### src/rtl/output_fill_nd_if.sv
// Handshake, configuration and buffer-write bundle between the job issuer,
// the result FIFO, the output buffer and output_fill_nd.
interface output_fill_nd_if #(
    parameter int DIM_W  = 16,
    parameter int ADDR_W = 14,
    parameter int CH_W   = 4
);
    logic              start;
    logic              abort;
    logic [ADDR_W-1:0] base_address;
    logic [DIM_W-1:0]  fm_width;
    logic [DIM_W-1:0]  fm_height;
    logic [CH_W-1:0]   num_channels;
    logic [ADDR_W-1:0] row_pitch;
    logic [ADDR_W-1:0] ch_pitch;
    logic              is_empty;
    logic              fifo_rd_en;
    logic [ADDR_W-1:0] c_address;
    logic              write_enable;
    logic              busy;
    logic              done;

    modport master (
        output start, abort, base_address, fm_width, fm_height, num_channels,
               row_pitch, ch_pitch, is_empty,
        input  fifo_rd_en, c_address, write_enable, busy, done
    );

    modport slave (
        input  start, abort, base_address, fm_width, fm_height, num_channels,
               row_pitch, ch_pitch, is_empty,
        output fifo_rd_en, c_address, write_enable, busy, done
    );
endinterface

### src/rtl/output_fill_nd.sv
// Output-buffer fill controller: pops a result FIFO and walks a
// width x height x channel map, emitting registered write addresses/strobes.
module output_fill_nd #(
    parameter int DIM_W  = 16,
    parameter int ADDR_W = 14,
    parameter int CH_W   = 4
) (
    input  logic                w_clk,
    input  logic                reset,
    output_fill_nd_if.slave     bus
);
    typedef enum logic [1:0] {IDLE, RUN, LAST} state_t;

    state_t            state_q;
    logic [DIM_W-1:0]  width_q;
    logic [DIM_W-1:0]  height_q;
    logic [CH_W-1:0]   chans_q;
    logic [ADDR_W-1:0] row_pitch_q;
    logic [ADDR_W-1:0] ch_pitch_q;
    logic [DIM_W-1:0]  col_q;
    logic [DIM_W-1:0]  row_q;
    logic [CH_W-1:0]   ch_q;
    logic [ADDR_W-1:0] row_base_q;
    logic [ADDR_W-1:0] ch_base_q;
    logic [ADDR_W-1:0] c_address_q;
    logic              write_enable_q;
    logic              done_q;

    logic              pop;
    logic              last_col;
    logic              last_row;
    logic              last_ch;
    logic              zero_job;
    logic [ADDR_W-1:0] elem_addr;
    logic [ADDR_W-1:0] ch_base_d;
    logic [ADDR_W-1:0] row_base_d;

    assign pop      = (state_q == RUN) && !bus.is_empty && !bus.abort;
    assign last_col = (col_q == width_q - DIM_W'(1));
    assign last_row = (row_q == height_q - DIM_W'(1));
    assign last_ch  = (ch_q == chans_q - CH_W'(1));
    assign zero_job = (bus.fm_width == '0) || (bus.fm_height == '0) ||
                      (bus.num_channels == '0);

    // row_base_q already folds in the channel plane offset, so the element
    // address is a single add of the column index.
    always_comb begin
        elem_addr  = row_base_q + ADDR_W'(col_q);
        ch_base_d  = ch_base_q + ch_pitch_q;
        row_base_d = row_base_q + row_pitch_q;
    end

    always_ff @(posedge w_clk or negedge reset) begin
        if (!reset) begin
            state_q        <= IDLE;
            width_q        <= '0;
            height_q       <= '0;
            chans_q        <= '0;
            row_pitch_q    <= '0;
            ch_pitch_q     <= '0;
            col_q          <= '0;
            row_q          <= '0;
            ch_q           <= '0;
            row_base_q     <= '0;
            ch_base_q      <= '0;
            c_address_q    <= '0;
            write_enable_q <= 1'b0;
            done_q         <= 1'b0;
        end else begin
            write_enable_q <= pop;
            done_q         <= 1'b0;
            if (pop) begin
                c_address_q <= elem_addr;
            end

            case (state_q)
                IDLE: begin
                    if (bus.start && !bus.abort) begin
                        width_q     <= bus.fm_width;
                        height_q    <= bus.fm_height;
                        chans_q     <= bus.num_channels;
                        row_pitch_q <= bus.row_pitch;
                        ch_pitch_q  <= bus.ch_pitch;
                        col_q       <= '0;
                        row_q       <= '0;
                        ch_q        <= '0;
                        row_base_q  <= bus.base_address;
                        ch_base_q   <= bus.base_address;
                        if (zero_job) begin
                            done_q <= 1'b1;
                        end else begin
                            state_q <= RUN;
                        end
                    end
                end

                RUN: begin
                    if (bus.abort) begin
                        state_q <= IDLE;
                    end else if (pop) begin
                        if (!last_col) begin
                            col_q <= col_q + DIM_W'(1);
                        end else begin
                            col_q <= '0;
                            if (!last_row) begin
                                row_q      <= row_q + DIM_W'(1);
                                row_base_q <= row_base_d;
                            end else begin
                                row_q <= '0;
                                if (!last_ch) begin
                                    ch_q       <= ch_q + CH_W'(1);
                                    ch_base_q  <= ch_base_d;
                                    row_base_q <= ch_base_d;
                                end else begin
                                    state_q <= LAST;
                                end
                            end
                        end
                    end
                end

                LAST: begin
                    state_q <= IDLE;
                    if (!bus.abort) begin
                        done_q <= 1'b1;
                    end
                end

                default: state_q <= IDLE;
            endcase
        end
    end

    assign bus.fifo_rd_en   = pop;
    assign bus.c_address    = c_address_q;
    assign bus.write_enable = write_enable_q;
    assign bus.busy         = (state_q != IDLE);
    assign bus.done         = done_q;
endmodule
### src/flat_wrapper.sv
// flat-port wrapper written by rule: the top's interface ports become plain ports
module output_fill_nd_flat 
#(
    parameter int DIM_W  = 16,
    parameter int ADDR_W = 14,
    parameter int CH_W   = 4
)
  (w_clk, reset, bus_start, bus_abort, bus_base_address, bus_fm_width, bus_fm_height, bus_num_channels, bus_row_pitch, bus_ch_pitch, bus_is_empty, bus_fifo_rd_en, bus_c_address, bus_write_enable, bus_busy, bus_done);
  output_fill_nd_if #(.DIM_W(DIM_W), .ADDR_W(ADDR_W), .CH_W(CH_W)) bus_i ();
  input  logic w_clk;
  input  logic reset;
  input wire logic [$bits(bus_i.start)-1:0] bus_start;
  input wire logic [$bits(bus_i.abort)-1:0] bus_abort;
  input wire logic [$bits(bus_i.base_address)-1:0] bus_base_address;
  input wire logic [$bits(bus_i.fm_width)-1:0] bus_fm_width;
  input wire logic [$bits(bus_i.fm_height)-1:0] bus_fm_height;
  input wire logic [$bits(bus_i.num_channels)-1:0] bus_num_channels;
  input wire logic [$bits(bus_i.row_pitch)-1:0] bus_row_pitch;
  input wire logic [$bits(bus_i.ch_pitch)-1:0] bus_ch_pitch;
  input wire logic [$bits(bus_i.is_empty)-1:0] bus_is_empty;
  output wire logic [$bits(bus_i.fifo_rd_en)-1:0] bus_fifo_rd_en;
  output wire logic [$bits(bus_i.c_address)-1:0] bus_c_address;
  output wire logic [$bits(bus_i.write_enable)-1:0] bus_write_enable;
  output wire logic [$bits(bus_i.busy)-1:0] bus_busy;
  output wire logic [$bits(bus_i.done)-1:0] bus_done;
  assign bus_i.start = bus_start;
  assign bus_i.abort = bus_abort;
  assign bus_i.base_address = bus_base_address;
  assign bus_i.fm_width = bus_fm_width;
  assign bus_i.fm_height = bus_fm_height;
  assign bus_i.num_channels = bus_num_channels;
  assign bus_i.row_pitch = bus_row_pitch;
  assign bus_i.ch_pitch = bus_ch_pitch;
  assign bus_i.is_empty = bus_is_empty;
  assign bus_fifo_rd_en = bus_i.fifo_rd_en;
  assign bus_c_address = bus_i.c_address;
  assign bus_write_enable = bus_i.write_enable;
  assign bus_busy = bus_i.busy;
  assign bus_done = bus_i.done;
  output_fill_nd #(.DIM_W(DIM_W), .ADDR_W(ADDR_W), .CH_W(CH_W)) u_core (.w_clk(w_clk), .reset(reset), .bus(bus_i));
endmodule
### config.mk
export PLATFORM = sky130hd
export DESIGN_NAME = output_fill_nd_flat
export DESIGN_NICKNAME = d
export VERILOG_FILES = /design/src/rtl/output_fill_nd_if.sv /design/src/rtl/output_fill_nd.sv /design/src/flat_wrapper.sv
export SDC_FILE = /design/constraint.sdc
export NUM_CORES = 1
export LEC_CHECK = 0
export BUFFER_PORTS_ARGS = -buffer_cell sky130_fd_sc_hd__buf_2
export CORE_ASPECT_RATIO = 1.4
export CORE_MARGIN = 5
export CORE_UTILIZATION = 40
export DETAILED_ROUTE_END_ITERATION = 7
export GPL_TIMING_DRIVEN = 0
export SLEW_MARGIN = 40
export SYNTH_ARGS = -nofsm -noshare
export SYNTH_HDL_FRONTEND = slang
export SYNTH_SLANG_ARGS = --single-unit
### constraint.sdc
create_clock -name w_clk -period 10.5 [get_ports w_clk]
set_input_delay 2.1 -clock w_clk [delete_from_list [all_inputs] [get_ports w_clk]]
set_output_delay 2.1 -clock w_clk [all_outputs]
set_load 0.05 [all_outputs]
==> impl_metrics.prom, run 1 <==
# TYPE chip_impl_metric gauge
chip_impl_metric{name="hpwl",unit="µm"} 20300
chip_impl_metric{name="die_area",unit="µm²"} 26400
chip_impl_metric{name="timing.critical_path.required",unit="ns"} 8.40
chip_impl_metric{name="total_wirelength_of_the_detailed_routed_design",unit="µm"} 25500
chip_impl_metric{name="cts.repair.resized",unit=""} 0
chip_impl_info{name="dominantRegCellSynth",value="sky130_fd_sc_hd__dfrtp_1"} 1
chip_impl_metric{name="cts-buffers-inserted",unit=""} 17
chip_impl_info{name="rr_startpoint",value="u_core.width_q[4]"} 1
chip_impl_info{name="critical-path-top-delay-family",value="buffers and inverters"} 1
chip_impl_metric{name="chipWidth",unit="µm"} 139
chip_impl_metric{name="synth-seq-area-share",unit=""} 0.394
chip_impl_metric{name="post_cts_hold_buffer_count",unit=""} 0
chip_impl_metric{name="timing.critical_path.slowest_cell_delay",unit="ns"} 0.44
chip_impl_metric{name="rows",unit=""} 66
chip_impl_info{name="crit_path_end_kind",value="output pin"} 1
chip_impl_info{name="post_synth_main_area_contributors",value="sky130_fd_sc_hd__dfrtp_1 (39%), sky130_fd_sc_hd__nand2_1 (9.6%), sky130_fd_sc_hd__ha_1 (6.1%)"} 1
chip_impl_metric{name="htree_num_levels",unit=""} 4
chip_impl_metric{name="num_antenna_cells",unit=""} 0
chip_impl_metric{name="post_synth_num_cell_types",unit=""} 73
chip_impl_metric{name="syn_area_per_cell",unit="µm²"} 8.63
chip_impl_info{name="cts.root.buffer_cell",value="sky130_fd_sc_hd__clkbuf_16"} 1
chip_impl_metric{name="cts_setup_buffers",unit=""} 0
chip_impl_metric{name="setup_tns",unit="ns"} 0
chip_impl_metric{name="final.fill_count",unit=""} 2257
chip_impl_info{name="setup.worst_path.class",value="in -> out"} 1
chip_impl_metric{name="depth_of_the_most_critical_reg_to_reg_path",unit=""} 12
chip_impl_metric{name="skew",unit="ns"} 0.00653
chip_impl_metric{name="power.total",unit="mW"} 3.08
chip_impl_metric{name="tritoncts_num_sinks",unit=""} 146
chip_impl_metric{name="gr-total-overflow",unit=""} 0
chip_impl_metric{name="cts-root-to-sink-buffers",unit=""} 2
chip_impl_metric{name="drcViolationCount",unit=""} 0
chip_impl_metric{name="synth-seq-cells",unit=""} 146
chip_impl_metric{name="worst-path-max-fanout",unit=""} 8
chip_impl_metric{name="cp_bufs_invs",unit=""} 4
chip_impl_info{name="timing.hold.worst.class",value="reg -> reg"} 1
chip_impl_metric{name="timing.final.crit_share",unit=""} 0.524
chip_impl_info{name="crit_path_cells",value="buf_2 > or3_1 > clkbuf_1 > inv_1 > buf_2"} 1
chip_impl_metric{name="drt-initial-drc-count",unit=""} 432
chip_impl_info{name="critical_path.reg2reg.endpoint",value="u_core.row_base_q[4]"} 1
chip_impl_info{name="rsz0062_at_grt",value="false"} 1
chip_impl_metric{name="drv_slew",unit=""} 0
chip_impl_info{name="synth.top_cells.by_count",value="sky130_fd_sc_hd__nand2_1 (238), sky130_fd_sc_hd__dfrtp_1 (146), sky130_fd_sc_hd__o21ai_0 (66), sky130_fd_sc_hd__nor2_1 (60), sky130_fd_sc_hd__xnor2_1 (53)"} 1
chip_impl_metric{name="worst-endpoint-arrival",unit="ns"} 3.40
chip_impl_info{name="outcome",value="completed"} 1
chip_impl_metric{name="finalWorstPathRequiredPeriod",unit="ns"} 5.50
chip_impl_metric{name="worst_slew_pin_slew",unit="ns"} 0.764
chip_impl_metric{name="grt_pass1_vias",unit=""} 8123
chip_impl_metric{name="fin_nets",unit=""} 1327
chip_impl_metric{name="post_syn_nets",unit=""} 1206
chip_impl_metric{name="yosysWarnings",unit=""} 0
chip_impl_metric{name="powerDensity",unit="nW/µm²"} 283
chip_impl_metric{name="placement.io_buffers",unit=""} 100
chip_impl_metric{name="r2r_slack",unit="ns"} 6.40
chip_impl_metric{name="floorplan.io_pins",unit=""} 101
chip_impl_metric{name="drt_pre_antenna_iters",unit=""} 5
chip_impl_info{name="crit_path_top_delay_cell",value="sky130_fd_sc_hd__or3_1"} 1
chip_impl_metric{name="max_cap_violations",unit=""} 0
chip_impl_metric{name="hold-path-cell-count",unit=""} 2
chip_impl_metric{name="power.static_leakage",unit="nW"} 5.13
chip_impl_metric{name="worstSkewPairLatency",unit="ns"} 0.43
chip_impl_metric{name="routed_wirelength_normalized_by_instance_count",unit="µm"} 16.8
chip_impl_metric{name="core_area",unit="µm²"} 23000
chip_impl_metric{name="final-hold-violation-count",unit=""} 0
chip_impl_metric{name="grt_util_all_layers",unit=""} 0.195
chip_impl_metric{name="grt_max_degree",unit=""} 72
chip_impl_metric{name="via_per_inst",unit=""} 5.33
chip_impl_metric{name="place.gp.congestion",unit=""} 0.913
chip_impl_metric{name="fmax",unit="MHz"} 182
chip_impl_metric{name="floorplan.initialDensity",unit=""} 0.403
chip_impl_metric{name="ant_nets",unit=""} 0
chip_impl_metric{name="ys_async_sr_fraction",unit=""} 1.00
chip_impl_metric{name="number_of_enable_type_register_cells_in_the_synthesized_netlist",unit=""} 0
chip_impl_metric{name="netlist_area_before_placement",unit="µm²"} 9280
chip_impl_metric{name="instances_no_fill",unit=""} 1514
chip_impl_metric{name="grt_pass1_wl",unit="µm"} 41100
chip_impl_info{name="synth_largest_area_cell",value="sky130_fd_sc_hd__dfrtp_1"} 1
chip_impl_info{name="hp-start",value="u_core.bus.c_address[0]"} 1
chip_impl_metric{name="detailroute.via_count",unit=""} 8066
chip_impl_info{name="worstHoldEndpoint",value="u_core.bus.c_address[0]"} 1
chip_impl_info{name="crit_top_cell",value="sky130_fd_sc_hd__buf_2"} 1
chip_impl_metric{name="placed_cells",unit=""} 1483
chip_impl_metric{name="worst_setup_hold_path_clk_slew",unit="ns"} 0.06
chip_impl_info{name="kind_of_start_point_of_the_critical_path",value="input port"} 1
chip_impl_metric{name="grt_antenna_before_repair",unit=""} 0
chip_impl_metric{name="vdd_drop_max",unit="V"} 0.000141
chip_impl_metric{name="die_h",unit="µm"} 190
chip_impl_metric{name="count_of_final_setup_violators",unit=""} 0
chip_impl_info{name="yosysMostFrequentCell",value="sky130_fd_sc_hd__nand2_1"} 1
chip_impl_metric{name="syn2layout_area_growth",unit="%"} 17.1
chip_impl_metric{name="yosysTopAreaCellShare",unit=""} 0.394
chip_impl_metric{name="final_layout_size_suffix_gt1_frac",unit=""} 0.137
chip_impl_info{name="tritoncts",value="yes"} 1
chip_impl_metric{name="max-slew-margin-rel",unit=""} 0.491
chip_impl_metric{name="number_of_cells_produced_by_synthesis",unit=""} 1075
layer usage:
metal | vias to the layer above | track usage | part of all wire
li1 | 4009 | - | -
met1 | 3856 | 0.226 | 0.40
met2 | 143 | 0.351 | 0.53
met3 | 58 | 0.0317 | 0.029
met4 | 0 | 0.0919 | 0.040
met5 | - | 0 | 0
layout make-up:
class | count | area, µm² | area share
multi-input combinational | 853 | 5330 | 0.490
sequential | 146 | 3650 | 0.336
timing repair buffer | 102 | 558 | 0.0514
clock buffer | 22 | 484 | 0.0446
tap | 306 | 383 | 0.0352
buffer | 46 | 191 | 0.0176
clock inverter | 9 | 153 | 0.0141
inverter | 30 | 113 | 0.0104
worst min-delay path: cells and delay by family, from the launching register on:
family / cells / cell delay [ns]
flip-flops: 1 / 0.34
AND/OR/NAND/NOR: 2 / 0.10
kinds of logic (layout without fill, tap and decap cells):
logic type	count (synthesis)	count (layout)	synth area share
flops	146	146	0.394
fa+ha+maj	48	48	0.0672
simple gates	479	479	0.246
buf+inv	76	209	0.0328
compound gates	208	208	0.139
xor+xnor	92	92	0.0869
mux	26	26	0.0343
where the power goes:
group | switching (mW) | internal, mW | total (mW)
Clock | 0.235 | 0.421 | 0.656
Combinational | 0.844 | 0.625 | 1.47
Sequential | 0.194 | 0.757 | 0.952
per-stage QoR:
step	util	instance area [µm²]	hold slack (ns)	setup slack, ns
after floorplan	-	9280	0.450	5.43
after global placement	0.441	10200	0.461	4.98
after detailed placement	0.444	10200	0.461	4.97
after CTS	0.472	10900	0.476	4.97
after global routing	0.472	10900	0.498	4.92
final	0.472	10900	0.470	5.00
layout by cell type (no fill, tap or decap), drive strengths merged, types with 4 or more instances in the layout:
cell type,instances
o211ai,8
mux2,22
or4,4
nor4,12
nor3,24
xnor2,53
and3,22
or2,5
xor2,39
or3,16
o21ai,93
ha,45
nand2b,14
buf,109
a211o,4
and2,4
nor2b,10
nand4b,4
dfrtp,146
nand4,19
nand3,31
a21oi,40
a31oi,6
bufinv,4
a21o,11
inv,30
clkbuf,61
mux2i,4
nor3b,4
nand3b,4
nor2,60
a211oi,4
o31ai,6
nand2,238
worst max-delay path by stage:
stage | startpoint | to | slack (ns) | depth (start not counted)
2_1_floorplan | bus_abort | bus_fifo_rd_en | 5.43 | 3
3_3_place_gp | bus_abort | bus_fifo_rd_en | 4.98 | 5
3_5_place_dp | bus_abort | bus_fifo_rd_en | 4.97 | 5
4_1_cts | bus_abort | bus_fifo_rd_en | 4.97 | 5
5_1_grt | bus_abort | bus_fifo_rd_en | 4.92 | 5
6_report | bus_abort | bus_fifo_rd_en | 5.00 | 5
state kept, by name (all words and copies together) (netlist names):
register,cells
u_core.height_q,16
u_core.ch_pitch_q,14
u_core.width_q,16
u_core.ch_base_q,14
u_core.col_q,16
u_core.ch_q,4
u_core.bus.c_address,14
u_core.row_pitch_q,14
u_core.bus.done,1
u_core.row_q,16
u_core.bus.write_enable,1
u_core.row_base_q,14
u_core.chans_q,4
u_core.state_q,2
(Power assumes the default switching activity.)
==> run 2, diff against run 1 <==
--- a/config.mk
+++ b/config.mk
@@ -5,6 +5,7 @@
 export SDC_FILE = /design/constraint.sdc
 export NUM_CORES = 1
 export LEC_CHECK = 0
+export ABC_AREA = 1
 export BUFFER_PORTS_ARGS = -buffer_cell sky130_fd_sc_hd__buf_2
 export CORE_ASPECT_RATIO = 1.4
 export CORE_MARGIN = 5
==> constraint.sdc (replaced) <==
create_clock -name w_clk -period 4.5 [get_ports w_clk]
set_input_delay 0.9 -clock w_clk [delete_from_list [all_inputs] [get_ports w_clk]]
set_output_delay 0.9 -clock w_clk [all_outputs]
set_load 0.05 [all_outputs]
==> impl_metrics.prom, run 2 <==
# TYPE chip_impl_metric gauge
chip_impl_info{name="outcome",value="completed"} 1
chip_impl_metric{name="timing.critical_path.slowest_cell_delay",unit="ns"} 0.47
chip_impl_metric{name="gr-total-overflow",unit=""} 0
chip_impl_metric{name="drt-initial-drc-count",unit=""} 520
chip_impl_metric{name="cp_bufs_invs",unit=""} 4
chip_impl_metric{name="chipWidth",unit="µm"} 146
chip_impl_metric{name="number_of_cells_produced_by_synthesis",unit=""} 1495
chip_impl_metric{name="grt_max_degree",unit=""} 60
chip_impl_metric{name="cts_setup_buffers",unit=""} 0
chip_impl_metric{name="worst_setup_hold_path_clk_slew",unit="ns"} 0.07
chip_impl_info{name="crit_path_top_delay_cell",value="sky130_fd_sc_hd__buf_1"} 1
chip_impl_metric{name="setup_tns",unit="ns"} 0
chip_impl_info{name="cts.root.buffer_cell",value="sky130_fd_sc_hd__clkbuf_16"} 1
chip_impl_metric{name="tritoncts_num_sinks",unit=""} 146
chip_impl_metric{name="die_area",unit="µm²"} 29400
chip_impl_metric{name="final_layout_size_suffix_gt1_frac",unit=""} 0.124
chip_impl_metric{name="power.static_leakage",unit="nW"} 6.14
chip_impl_metric{name="skew",unit="ns"} 0.0107
chip_impl_metric{name="core_area",unit="µm²"} 25900
chip_impl_info{name="synth.top_cells.by_count",value="sky130_fd_sc_hd__nand2_1 (526), sky130_fd_sc_hd__dfrtp_1 (146), sky130_fd_sc_hd__nor2_1 (135), sky130_fd_sc_hd__inv_1 (132), sky130_fd_sc_hd__nand3_1 (88)"} 1
chip_impl_info{name="critical_path.reg2reg.endpoint",value="u_core.bus.c_address[10]"} 1
chip_impl_metric{name="fin_nets",unit=""} 1747
chip_impl_metric{name="routed_wirelength_normalized_by_instance_count",unit="µm"} 16.1
chip_impl_metric{name="post_syn_nets",unit=""} 1626
chip_impl_metric{name="regArea",unit="µm²"} 3650
chip_impl_info{name="post_synth_main_area_contributors",value="sky130_fd_sc_hd__dfrtp_1 (35%), sky130_fd_sc_hd__nand2_1 (19%), sky130_fd_sc_hd__ha_1 (5.4%)"} 1
chip_impl_metric{name="placedInstanceArea",unit="µm²"} 11400
chip_impl_metric{name="cts-root-to-sink-buffers",unit=""} 2
chip_impl_info{name="mostFrequentLayoutCells",value="sky130_fd_sc_hd__nand2_1 (526), sky130_fd_sc_hd__dfrtp_1 (146), sky130_fd_sc_hd__nor2_1 (135), sky130_fd_sc_hd__inv_1 (132), sky130_fd_sc_hd__buf_2 (106)"} 1
chip_impl_metric{name="depth_of_the_most_critical_reg_to_reg_path",unit=""} 12
chip_impl_metric{name="combPwrFrac",unit=""} 0.444
chip_impl_info{name="rsz0062_at_grt",value="false"} 1
chip_impl_metric{name="total_wirelength_of_the_detailed_routed_design",unit="µm"} 31300
chip_impl_metric{name="hpwl",unit="µm"} 25200
chip_impl_metric{name="drv_slew",unit=""} 0
chip_impl_metric{name="post_cts_hold_buffer_count",unit=""} 0
chip_impl_info{name="tritoncts",value="yes"} 1
chip_impl_info{name="crit_path_end_kind",value="output pin"} 1
chip_impl_metric{name="final.fill_count",unit=""} 2710
chip_impl_info{name="synth_largest_area_cell",value="sky130_fd_sc_hd__dfrtp_1"} 1
chip_impl_info{name="dominantRegCellSynth",value="sky130_fd_sc_hd__dfrtp_1"} 1
chip_impl_metric{name="power.total",unit="mW"} 5.97
chip_impl_metric{name="power.internal",unit="mW"} 3.36
chip_impl_metric{name="cts-buffers-inserted",unit=""} 17
chip_impl_info{name="rr_startpoint",value="u_core.col_q[0]"} 1
chip_impl_info{name="crit_top_cell",value="sky130_fd_sc_hd__inv_2"} 1
chip_impl_metric{name="syn2layout_area_growth",unit="%"} 14.9
chip_impl_metric{name="instances_no_fill",unit=""} 1952
chip_impl_metric{name="timing.critical_path.depth",unit=""} 7
chip_impl_metric{name="rows",unit=""} 70
chip_impl_metric{name="part_of_the_power_in_the_clock_network",unit=""} 0.238
chip_impl_metric{name="count_of_final_setup_violators",unit=""} 0
chip_impl_metric{name="detailroute.via_count",unit=""} 9958
chip_impl_metric{name="power.net_switching",unit="mW"} 2.61
chip_impl_metric{name="ant_nets",unit=""} 0
chip_impl_metric{name="drt_pre_antenna_iters",unit=""} 5
chip_impl_metric{name="power.share.switching",unit=""} 0.437
chip_impl_metric{name="num_antenna_cells",unit=""} 0
chip_impl_metric{name="final-hold-violation-count",unit=""} 0
chip_impl_metric{name="cts.repair.resized",unit=""} 0
chip_impl_metric{name="placement.io_buffers",unit=""} 100
chip_impl_metric{name="via_per_inst",unit=""} 5.10
chip_impl_metric{name="timing.critical_path.required",unit="ns"} 3.60
chip_impl_metric{name="worst-path-max-fanout",unit=""} 11
chip_impl_metric{name="drcViolationCount",unit=""} 0
chip_impl_info{name="yosysMostFrequentCell",value="sky130_fd_sc_hd__nand2_1"} 1
chip_impl_info{name="critical-path-top-delay-family",value="buffers and inverters"} 1
chip_impl_info{name="layout.cells.most_common",value="sky130_fd_sc_hd__nand2_1"} 1
chip_impl_metric{name="worst-endpoint-arrival",unit="ns"} 2.51
chip_impl_metric{name="grt_pass1_wl",unit="µm"} 51100
chip_impl_metric{name="floorplan.io_pins",unit=""} 101
chip_impl_metric{name="synth-seq-area-share",unit=""} 0.351
chip_impl_info{name="timing.hold.worst.class",value="in -> async"} 1
chip_impl_metric{name="worst_slew_pin_slew",unit="ns"} 0.740
chip_impl_metric{name="worstSkewPairLatency",unit="ns"} 0.44
chip_impl_metric{name="yosysTopAreaCellShare",unit=""} 0.351
chip_impl_metric{name="yosysWarnings",unit=""} 0
chip_impl_metric{name="multi_input_comb_area",unit="µm²"} 6040
chip_impl_metric{name="die_h",unit="µm"} 201
chip_impl_metric{name="synth-seq-cells",unit=""} 146
chip_impl_metric{name="post_synth_num_cell_types",unit=""} 49
chip_impl_metric{name="max_cap_violations",unit=""} 0
chip_impl_metric{name="placed_cells",unit=""} 1921
chip_impl_metric{name="fin_area",unit="µm²"} 12000
chip_impl_info{name="crit_path_cells",value="nor2_4 > inv_2 > nor2_1 > inv_2 > nor2_2 > buf_1 > buf_2"} 1
chip_impl_metric{name="p_seq_frac",unit=""} 0.318
chip_impl_metric{name="place.gp.congestion",unit=""} 0.945
chip_impl_metric{name="r2r_slack",unit="ns"} 1.68
chip_impl_info{name="kind_of_start_point_of_the_critical_path",value="register"} 1
chip_impl_metric{name="number_of_enable_type_register_cells_in_the_synthesized_netlist",unit=""} 0
chip_impl_info{name="setup.worst_path.class",value="reg -> out"} 1
chip_impl_metric{name="fmax",unit="MHz"} 293
chip_impl_metric{name="syn_area_per_cell",unit="µm²"} 6.96
chip_impl_metric{name="ys_async_sr_fraction",unit=""} 1.00
chip_impl_metric{name="htree_num_levels",unit=""} 4
chip_impl_metric{name="finalWorstPathRequiredPeriod",unit="ns"} 3.41
chip_impl_metric{name="powerDensity",unit="nW/µm²"} 499
chip_impl_metric{name="grt_util_all_layers",unit=""} 0.217
chip_impl_metric{name="max-slew-margin-rel",unit=""} 0.505
chip_impl_metric{name="floorplan.initialDensity",unit=""} 0.401
chip_impl_metric{name="grt_pass1_vias",unit=""} 9960
chip_impl_metric{name="timing.final.crit_share",unit=""} 0.758
chip_impl_metric{name="vdd_drop_max",unit="V"} 0.000247
chip_impl_metric{name="netlist_area_before_placement",unit="µm²"} 10400
chip_impl_metric{name="grt_antenna_before_repair",unit=""} 0
run 2: changes by cell type in the layout (fill, tap and decap cells not counted), moves of 26 or more:
| cell | before | now |
|---|---|---|
| sky130_fd_sc_hd__nand2_1 | 238 | 526 |
| sky130_fd_sc_hd__nor2_1 | 60 | 135 |
| sky130_fd_sc_hd__xnor2_1 | 53 | 27 |
| sky130_fd_sc_hd__nand4_1 | 19 | 47 |
| sky130_fd_sc_hd__nand3_1 | 31 | 88 |
| sky130_fd_sc_hd__inv_1 | 29 | 132 |
run 2: how the worst max path moves through the flow:
stage                                  from                   end
after global routing      u_core.state_q[0]        bus_fifo_rd_en
after CTS                 u_core.state_q[1]        bus_fifo_rd_en
after global placement                reset  u_core.ch_pitch_q[4]
after detailed placement          bus_abort   u_core.height_q[15]
final                     u_core.state_q[1]        bus_fifo_rd_en
after floorplan                   bus_abort        bus_fifo_rd_en
run 2: worst register-to-register path, delay by kind of cell, from the launching register on:
family                   cells  cell delay, ns
flip-flops                   1            0.44
buffers and inverters        1            0.08
AO/OA/AOI/OAI                4            0.87
AND/OR/NAND/NOR              5            0.64
adder cells (fa/ha/maj)      2            0.69
run 2: area by class of cell:
cell class	instances	area share
Timing Repair Buffer	102	0.0473
Tap cell	324	0.0339
Clock inverter	12	0.0112
Buffer	40	0.0165
Multi-Input combinational cell	1171	0.505
Inverter	138	0.0433
Sequential cell	146	0.306
Clock buffer	19	0.0370
run 2: logic make-up (layout without fill, tap and decap cells):
kind of cell    count (synthesis)  count (layout)  synth area share
xor+xnor                       71              71            0.0597
compound gates                164             164            0.0846
flops                         146             146             0.351
simple gates                  888             888             0.376
fa+ha+maj                      48              48            0.0599
buf+inv                       178             311            0.0686
run 2: metal layers:
metal | global-route usage | share of wire | up-vias
met2 | 0.385 | 0.50 | 208
met3 | 0.0332 | 0.039 | 45
met5 | 0 | 0 | -
li1 | - | - | 5086
met1 | 0.265 | 0.43 | 4619
met4 | 0.0773 | 0.031 | 0
run 2: through the flow:
stage / hold WS [ns] / setup WS (ns) / utilization
detailed placement: 0.443 / 1.24 / 0.439
global route: 0.359 / 0.952 / 0.461
floorplan: 0.426 / 1.74 / -
CTS: 0.355 / 1.09 / 0.461
global placement: 0.439 / 0.226 / 0.436
finish: 0.353 / 1.09 / 0.461
run 2: power groups by stage:
stage | clock network [mW] | logic, mW | registers [mW]
CTS | 1.45 | 2.66 | 1.90
global placement | 0 | 2.61 | 1.92
floorplan | 0 | 1.80 | 2.04
finish | 1.42 | 2.65 | 1.90
global route | 1.51 | 3.01 | 1.94
detailed placement | 0 | 2.64 | 1.92
==> run 3, diff against run 2 <==
==> constraint.sdc (replaced) <==
create_clock -name w_clk -period 2.8 [get_ports w_clk]
set_input_delay 0.56 -clock w_clk [delete_from_list [all_inputs] [get_ports w_clk]]
set_output_delay 0.56 -clock w_clk [all_outputs]
set_load 0.05 [all_outputs]
==> impl_metrics.prom, run 3 (same netlist as run 2, synthesis figures left out) <==
# TYPE chip_impl_metric gauge
chip_impl_info{name="outcome",value="completed"} 1
chip_impl_info{name="crit_path_top_delay_cell",value="sky130_fd_sc_hd__nor2_1"} 1
chip_impl_metric{name="ant_nets",unit=""} 0
chip_impl_metric{name="max-slew-margin-rel",unit=""} 0.482
chip_impl_metric{name="worst_setup_hold_path_clk_slew",unit="ns"} 0.07
chip_impl_info{name="critical_path.reg2reg.endpoint",value="u_core.height_q[15]"} 1
chip_impl_metric{name="drv_slew",unit=""} 0
chip_impl_metric{name="timing.critical_path.required",unit="ns"} 3.17
chip_impl_metric{name="timing.critical_path.slowest_cell_delay",unit="ns"} 0.59
chip_impl_metric{name="num_antenna_cells",unit=""} 0
chip_impl_metric{name="grt_max_degree",unit=""} 60
chip_impl_info{name="timing.hold.worst.class",value="in -> async"} 1
chip_impl_metric{name="htree_num_levels",unit=""} 4
chip_impl_metric{name="placement.io_buffers",unit=""} 100
chip_impl_info{name="cts.root.buffer_cell",value="sky130_fd_sc_hd__clkbuf_16"} 1
chip_impl_info{name="mostFrequentLayoutCells",value="sky130_fd_sc_hd__nand2_1 (521), sky130_fd_sc_hd__dfrtp_1 (146), sky130_fd_sc_hd__nor2_1 (134), sky130_fd_sc_hd__inv_1 (130), sky130_fd_sc_hd__buf_2 (104)"} 1
chip_impl_metric{name="drt_pre_antenna_iters",unit=""} 5
chip_impl_metric{name="worst_slew_pin_slew",unit="ns"} 0.774
chip_impl_info{name="crit_path_cells",value="nor2_1 > inv_1 > nor2_1 > clkbuf_2 > buf_1 > nand2_1 > nand2_1"} 1
chip_impl_metric{name="drt-initial-drc-count",unit=""} 545
chip_impl_metric{name="detailroute.via_count",unit=""} 10000
chip_impl_info{name="crit_path_end_kind",value="register"} 1
chip_impl_metric{name="cts-buffers-inserted",unit=""} 17
chip_impl_metric{name="tritoncts_num_sinks",unit=""} 146
chip_impl_metric{name="via_per_inst",unit=""} 5.12
chip_impl_metric{name="syn2layout_area_growth",unit="%"} 16.1
chip_impl_metric{name="total_wirelength_of_the_detailed_routed_design",unit="µm"} 31500
chip_impl_metric{name="floorplan.io_pins",unit=""} 101
chip_impl_metric{name="floorplan.initialDensity",unit=""} 0.401
chip_impl_metric{name="worst-endpoint-arrival",unit="ns"} 3.13
chip_impl_metric{name="grt_pass1_vias",unit=""} 9962
chip_impl_metric{name="hpwl",unit="µm"} 25200
chip_impl_metric{name="fin_util",unit=""} 0.466
chip_impl_metric{name="drcViolationCount",unit=""} 0
chip_impl_metric{name="cts-root-to-sink-buffers",unit=""} 2
chip_impl_metric{name="worst-path-max-fanout",unit=""} 10
chip_impl_metric{name="die_h",unit="µm"} 201
chip_impl_metric{name="grt_antenna_before_repair",unit=""} 0
chip_impl_info{name="tritoncts",value="yes"} 1
chip_impl_metric{name="grt_util_all_layers",unit=""} 0.217
chip_impl_metric{name="chipWidth",unit="µm"} 146
chip_impl_metric{name="skew",unit="ns"} 0.0111
chip_impl_metric{name="vdd_drop_max",unit="V"} 0.000399
chip_impl_metric{name="depth_of_the_most_critical_reg_to_reg_path",unit=""} 7
chip_impl_metric{name="final-hold-violation-count",unit=""} 0
chip_impl_metric{name="final_layout_size_suffix_gt1_frac",unit=""} 0.138
chip_impl_metric{name="placed_cells",unit=""} 1921
chip_impl_metric{name="fin_nets",unit=""} 1752
chip_impl_metric{name="setup_tns",unit="ns"} 0
chip_impl_metric{name="max_cap_violations",unit=""} 0
chip_impl_metric{name="rows",unit=""} 70
chip_impl_metric{name="power.total",unit="mW"} 9.65
chip_impl_info{name="rsz0062_at_grt",value="false"} 1
chip_impl_metric{name="power.static_leakage",unit="nW"} 6.18
chip_impl_metric{name="powerDensity",unit="nW/µm²"} 798
chip_impl_metric{name="r2r_slack",unit="ns"} 0.04
chip_impl_info{name="kind_of_start_point_of_the_critical_path",value="register"} 1
chip_impl_info{name="layout.cells.most_common",value="sky130_fd_sc_hd__nand2_1"} 1
chip_impl_metric{name="place.gp.congestion",unit=""} 0.945
chip_impl_metric{name="routed_wirelength_normalized_by_instance_count",unit="µm"} 16.1
chip_impl_metric{name="gr-total-overflow",unit=""} 0
chip_impl_metric{name="timing.final.crit_share",unit=""} 0.986
chip_impl_metric{name="die_area",unit="µm²"} 29400
chip_impl_metric{name="grt_pass1_wl",unit="µm"} 51100
chip_impl_info{name="setup.worst_path.class",value="reg -> reg"} 1
chip_impl_metric{name="finalWorstPathRequiredPeriod",unit="ns"} 2.76
chip_impl_metric{name="worstSkewPairLatency",unit="ns"} 0.44
chip_impl_metric{name="instances_no_fill",unit=""} 1957
chip_impl_metric{name="core_area",unit="µm²"} 25900
chip_impl_info{name="rr_startpoint",value="u_core.state_q[1]"} 1
chip_impl_metric{name="count_of_final_setup_violators",unit=""} 0
chip_impl_metric{name="fmax",unit="MHz"} 362
==> run 3: cell count changes in the layout (fill, tap and decap cells not counted), moves of 3 or more <==
cell,previous run,this run
sky130_fd_sc_hd__nand2_1,526,521
sky130_fd_sc_hd__o21ai_0,82,77
sky130_fd_sc_hd__buf_6,2,6
sky130_fd_sc_hd__nand2_2,5,9
sky130_fd_sc_hd__buf_4,5,8
sky130_fd_sc_hd__ha_1,45,42
sky130_fd_sc_hd__ha_2,0,3
sky130_fd_sc_hd__nand3_1,88,85
sky130_fd_sc_hd__nand3_2,3,6
sky130_fd_sc_hd__o21ai_2,1,4
==> run 3: how the worst max path moves through the flow <==
stage / start / end / slack [ns] / depth (start not counted)
after floorplan: u_core.col_q[0] / u_core.bus.c_address[10] / 0.38 / 12
after global placement: reset / u_core.ch_pitch_q[4] / -1.13 / 1
after detailed placement: bus_abort / u_core.height_q[15] / -0.12 / 8
after CTS: u_core.col_q[0] / u_core.bus.c_address[10] / 0.001 / 12
after global routing: u_core.state_q[1] / u_core.height_q[15] / 0.003 / 7
final: u_core.state_q[1] / u_core.height_q[15] / 0.04 / 7
==> run 3: layer usage <==
metal | share of wire | global-route usage | vias to the layer above
met5 | 0 | 0 | -
met4 | 0.032 | 0.0773 | 0
met3 | 0.041 | 0.0332 | 50
met2 | 0.50 | 0.385 | 217
met1 | 0.43 | 0.265 | 4661
li1 | - | - | 5090
==> run 3: stage by stage <==
step           cell area, µm²  setup WS (ns)  hold WS (ns)
2_1_floorplan           10400          0.382         0.264
3_3_place_gp            11300          -1.13         0.439
3_5_place_dp            11400         -0.119         0.443
4_1_cts                 12000        0.00145        0.0152
5_1_grt                 12100        0.00300        0.0193
6_report                12100         0.0394        0.0107
==> run 3: where the power goes <==
group | switching [mW] | internal [mW] | total, mW | leakage [nW]
logic | 2.81 | 1.50 | 4.31 | 4.03
registers | 0.452 | 2.60 | 3.05 | 1.88
clock network | 0.956 | 1.33 | 2.29 | 0.267
total | 4.22 | 5.43 | 9.65 | 6.18
==> run 3: area by class of cell <==
cell class,instances,area (µm²)
fillers,2703,13800
multi-input cells,1171,6110
flip-flops and latches,146,3650
repair buffers,107,609
inverters,138,518
clock buffers,19,443
well taps,324,405
plain buffers,40,215
clock inverters,12,134
==> run 3: critical path, delay by kind of cell, from the launching register on <==
| family | cells | cell delay (ns) |
|---|---|---|
| buffers and inverters | 3 | 1.19 |
| DFF | 1 | 0.42 |
| and+or+nand+nor | 4 | 1.05 |
==> run 3: what timing repair did <==
action | in CTS | in global routing
pin swaps | 1 | 5
endpoints found under the setup margin | 2 | 57
buffers inserted | 0 | 5
gates resized for setup | 2 | 34
hold buffers | 0 | 0
hold endpoints to repair | 0 | 0
